## src/rtl/mag_window_stats.sv

```systemverilog
`default_nettype none
// ============================================================================
// Module  : mag_window_stats
// Brief   : Windowed average / max / min / over-threshold count of magnitude
//           samples, result held on a valid/ready output until consumed.
// Revision: 1.0 - initial release
// ============================================================================
module mag_window_stats #(
  parameter int DATA_W   = 8,
  parameter int WIN_LOG2 = 3,
  parameter int SUM_W    = DATA_W + WIN_LOG2
) (
  input  logic                clk,
  input  logic                rst_n,
  input  logic                ena,
  input  logic                clear,
  input  logic                in_valid,
  input  logic [DATA_W-1:0]   in_data,
  output logic                in_ready,
  input  logic [DATA_W-1:0]   thresh,
  output logic                out_valid,
  input  logic                out_ready,
  output logic [DATA_W-1:0]   out_avg,
  output logic [DATA_W-1:0]   out_max,
  output logic [DATA_W-1:0]   out_min,
  output logic [WIN_LOG2:0]   out_over
);

  typedef enum logic [0:0] {
    ST_ACCUM = 1'b0,
    ST_DONE  = 1'b1
  } state_t;

  localparam logic [WIN_LOG2-1:0] c_cnt_last = '1;
  localparam logic [WIN_LOG2-1:0] c_cnt_one  = WIN_LOG2'(1);

  state_t                r_state;
  state_t                w_state_nxt;
  logic [WIN_LOG2-1:0]   r_count;
  logic [SUM_W-1:0]      r_sum;
  logic [DATA_W-1:0]     r_max;
  logic [DATA_W-1:0]     r_min;
  logic [WIN_LOG2:0]     r_over;

  logic                  w_accept;
  logic                  w_first;
  logic                  w_last;
  logic                  w_gt;
  logic [SUM_W-1:0]      w_sum_nxt;
  logic [DATA_W-1:0]     w_max_nxt;
  logic [DATA_W-1:0]     w_min_nxt;
  logic [WIN_LOG2:0]     w_over_nxt;

  assign w_accept   = in_valid & in_ready;
  assign w_first    = (r_count == '0);
  assign w_last     = (r_count == c_cnt_last);
  assign w_gt       = (in_data > thresh);
  assign w_sum_nxt  = r_sum + {{WIN_LOG2{1'b0}}, in_data};
  assign w_max_nxt  = (w_first || (in_data > r_max)) ? in_data : r_max;
  assign w_min_nxt  = (w_first || (in_data < r_min)) ? in_data : r_min;
  assign w_over_nxt = r_over + {{WIN_LOG2{1'b0}}, w_gt};

  // Handshake outputs depend only on registered state and ena, never on
  // in_valid or out_ready.
  always_comb begin
    w_state_nxt = r_state;
    in_ready    = 1'b0;
    out_valid   = 1'b0;
    case (r_state)
      ST_ACCUM: begin
        in_ready = ena;
        if (ena && in_valid && w_last) w_state_nxt = ST_DONE;
      end
      ST_DONE: begin
        out_valid = 1'b1;
        if (ena && out_ready) w_state_nxt = ST_ACCUM;
      end
      default: w_state_nxt = ST_ACCUM;
    endcase
  end

  always_ff @(posedge clk or negedge rst_n) begin
    if (!rst_n) begin
      r_state <= ST_ACCUM;
    end else if (clear) begin
      r_state <= ST_ACCUM;
    end else if (ena) begin
      r_state <= w_state_nxt;
    end
  end

  always_ff @(posedge clk or negedge rst_n) begin
    if (!rst_n) begin
      r_count  <= '0;
      r_sum    <= '0;
      r_max    <= '0;
      r_min    <= '1;
      r_over   <= '0;
      out_avg  <= '0;
      out_max  <= '0;
      out_min  <= '0;
      out_over <= '0;
    end else if (clear) begin
      r_count  <= '0;
      r_sum    <= '0;
      r_max    <= '0;
      r_min    <= '1;
      r_over   <= '0;
      out_avg  <= '0;
      out_max  <= '0;
      out_min  <= '0;
      out_over <= '0;
    end else if (ena) begin
      if (w_accept) begin
        r_count <= r_count + c_cnt_one;
        r_sum   <= w_sum_nxt;
        r_max   <= w_max_nxt;
        r_min   <= w_min_nxt;
        r_over  <= w_over_nxt;
        // Final sample: publish results that already include it.
        if (w_last) begin
          out_avg  <= w_sum_nxt[SUM_W-1:WIN_LOG2];
          out_max  <= w_max_nxt;
          out_min  <= w_min_nxt;
          out_over <= w_over_nxt;
        end
      end else if ((r_state == ST_DONE) && out_ready) begin
        r_count <= '0;
        r_sum   <= '0;
        r_max   <= '0;
        r_min   <= '1;
        r_over  <= '0;
      end
    end
  end

endmodule
`default_nettype wire

```

## config.mk

```make
export PLATFORM = sky130hd
export DESIGN_NAME = mag_window_stats
export DESIGN_NICKNAME = d
export VERILOG_FILES = /design/src/rtl/mag_window_stats.sv
export SDC_FILE = /design/constraint.sdc
export NUM_CORES = 1
export LEC_CHECK = 0
export CORE_MARGIN = 2
export CORE_UTILIZATION = 45
export DETAILED_ROUTE_END_ITERATION = 7
export GPL_ROUTABILITY_DRIVEN = 0
export PLACE_DENSITY = 0.67
export SLEW_MARGIN = 0
export SYNTH_ARGS = -nofsm -noshare
export SYNTH_HDL_FRONTEND = slang
export SYNTH_SLANG_ARGS = --single-unit
export TNS_END_PERCENT = 10
```

## constraint.sdc

```tcl
create_clock -name clk -period 2.6 [get_ports clk]
set_input_delay 0.52 -clock clk [delete_from_list [all_inputs] [get_ports clk]]
set_output_delay 0.52 -clock clk [all_outputs]
set_load 0.05 [all_outputs]
```

==> metrics.yaml, run 1 <==
run_status:
  outcome: "finished, final reports clean"
cells_and_area:
  fin_area_sq_um: 5110
  synthToLayoutAreaGrowth_pct: 31.02
  multi_input_area_sq_um: 2100
  register_area_sq_um: 1587
  layout.cells.non_filler: 613
  diodes: 0
  fillers: 672
  drive_above_1_share: 0.1811
  nets: 562
cts:
  cts_tree: "built"
  cts_hold_buf: 0
  clkTransAtPathRegs_ns: 0.07
  clock_latency_ns: 0.35
  clk_path_buf_depth: 2
  cts_max_level: 3
  cts_buffers: 9
  cts_resized: 0
  clock-sinks: 63
  clk_root_buffer_cell: "clkbuf_8"
  cts_setup_buffers: 0
critical_path:
  crit_type: "in2reg"
  slowest_stage: "clkdlybuf4s50_1"
  critPathMaxStageDelay_ns: 0.45
  cp.required_ns: 2.83
  crit_arrival_ns: 2.71
  cp_max_fo: 2
  cp-end-kind: "flip-flop"
  path_common_cell: "o21a_1"
  path_cells: "clkdlybuf4s50_1 > inv_1 > ha_1 > nor2b_1 > o21a_1 > o21a_1 > o21ai_2 > a21oi_2 > ha_2 > nand3_2 > xor2_1 > nor2_1 > mux2_2"
  start_kind: "primary input"
yosys:
  synth_cell_types: 59
  syn_area_per_cell_sq_um: 9.330
  synth.top_cell.area_share: 0.3529
  synth-seq-cells: 63
  syn-num-nets: 477
  synthesis.area_sq_um: 3900
  netlist_top_cells_count: "dfrtp_1, nand2_1, inv_1"
  yosysWarnings: 0
  synth-main-ff-cell: "dfrtp_1"
  syn_inst: 418
  synth_edf_count: 0
  yosysMostFrequentCell: "dfrtp_1"
  yosys.area.top_type: "dfrtp_1"
  synthTopCellsByArea: "dfrtp_1, ha_1, dfstp_2, nand2_1, inv_1"
  ys_seq_area_frac: 0.4068
  synthArstFlopShare: 1.000
grt:
  antenna_found_initial: 0
  grt_pass1_vias: 3530
  grt_max_degree: 36
  grt-ovfl-total: 0
  grt_pass1_wl_um: 16970
  grtUsageTotal: 0.2228
timing:
  drv_slew: 0
  max_freq_mhz: 403.7
  skew_ns: 0.009851
  tightest_slew_ns: 0.6880
  finalCriticalPeriod_ns: 2.477
  rsz0062_at_grt: "false"
  finalSetupViolCount: 0
  holdWs_ns: 0.2148
  hold_violations: 0
  period_share: 0.9528
  slew_headroom: 0.5413
place:
  portBuffers: 51
  place_area_sq_um: 4821
  dp_hpwl_um: 7317
  numPlacedInstances: 597
routing:
  antenna_left: 0
  vias_per_cell: 5.591
  vias: 3427
  dr.pass1.iters: 4
  drc_errors: 0
  wl_per_cell_um: 16.36
  totalWireLength_um: 10030
  drtIter0Drc: 120
power:
  power_mw: 2.602
  power_per_cell_area_nw_per_um2: 509.2
  leakagePower_nw: 2.290
  peakVddDrop_mv: 0.2921
die:
  core-area_sq_um: 8299
  num_rows: 33
  dieArea_sq_um: 9427
  start_util: 0.4699
  io_pins: 52
  die_x_um: 97.10
  die-height_um: 97.10
flow_run:
  max_cap_viol_count: 0
worst_hold_path:
  min_path_type: "in2async"
-- layout make-up --
class / count / area share
clock buffer: 11 / 0.02963
multi-input combinational: 296 / 0.4109
inverter: 39 / 0.02865
timing repair buffer: 94 / 0.1743
clock inverter: 5 / 0.02032
tap: 105 / 0.02571
sequential: 63 / 0.3105
-- cells in the final DEF, fill, tap and decap left out, types with 4 or more instances in the layout --
master and instances:
dfrtp_1 55, clkdlybuf4s50_1 48, nand2_1 44, inv_1 39
buf_4 39, ha_1 34, nor2_1 29, o21ai_0 24
a21oi_1 22, or3_1 12, a211oi_1 11, clkbuf_8 11
o22a_1 9, a311oi_1 8, o221ai_1 8, dfstp_2 8
a22o_1 6, o21a_1 5, nand4_1 5, nor3_1 5
buf_12 5, nor2b_1 4, nor3b_1 4, a21o_1 4
nand3b_1 4, xnor2_1 4
-- sequential cells by signal, indices dropped and copies added, names as in the netlist --
| register | cells |
|---|---|
| r_max | 8 |
| out_min | 8 |
| out_over | 4 |
| r_count | 3 |
| r_over | 4 |
| r_min | 8 |
| r_sum | 11 |
| r_state | 1 |
| out_max | 8 |
| out_avg | 8 |
-- critical path, delay by kind of cell --
| family | cells | cell delay [ns] |
|---|---|---|
| and+or+nand+nor | 3 | 0.27 |
| muxes | 1 | 0.26 |
| AOI/OAI and AO/OA | 4 | 0.56 |
| adders and majority gates | 2 | 0.47 |
| xor gates and xnor gates | 1 | 0.14 |
| buffers and inverters | 2 | 0.49 |
-- final timing paths --
kind / start / endpoint / slack [ns] / cells past startpoint
setup / recovery: thresh[1] / out_over[3] / 0.12 / 13
hold / removal: rst_n / out_max[4] / 0.21 / 1
setup reg to reg: r_min[6] / r_min[5] / 0.44 / 7
hold reg to reg: r_sum[10] / r_sum[10] / 0.50 / 1
max in group asynchronous: rst_n / r_min[7] / 1.68 / 2
min in group clk: r_sum[10] / r_sum[10] / 0.50 / 1
-- where the power goes --
group,switching (mW),internal (mW),total [mW]
sequential,0.0410,1.02,1.06
clock,0.413,0.690,1.10
combinational,0.236,0.206,0.442
total,0.690,1.91,2.60
-- per-stage QoR --
stage	utilization	worst slack [ns]	TNS, ns
after detailed placement	0.5809	-0.3573	-9.780
after global routing	0.6157	0.01688	0
after floorplan	-	0.3110	0
after global placement	0.5809	-0.3045	-8.275
final	0.6157	0.1227	0
after CTS	0.6116	0.01577	0
-- metal layers --
| layer | share of wire | up-vias | GRT usage |
|---|---|---|---|
| met3 | 0.043 | 14 | 0.03525 |
| met1 | 0.46 | 1669 | 0.2947 |
| met2 | 0.48 | 70 | 0.3675 |
| met4 | 0.016 | 0 | 0.08776 |
| li1 | - | 1674 | - |
| met5 | 0 | - | 0 |
-- cell families (layout without fill, tap and decap cells) --
group | Yosys count | count (layout) | share of synthesized area
muxes | 2 | 2 | 0.005774
buffers and inverters | 59 | 149 | 0.06288
adders and majority gates | 37 | 37 | 0.1206
xor gates and xnor gates | 7 | 7 | 0.01572
AOI/OAI and AO/OA | 124 | 124 | 0.2271
DFF | 63 | 63 | 0.4068
and+or+nand+nor | 126 | 126 | 0.1611
Power figures use the tool's default switching activity.
==> inputs of run 2 (changes only) <==
- HOLD_SLACK_MARGIN: unset -> 0.05
==> results of run 2 <==
No change in the layout: final DEF, timing and power equal those of run 1.
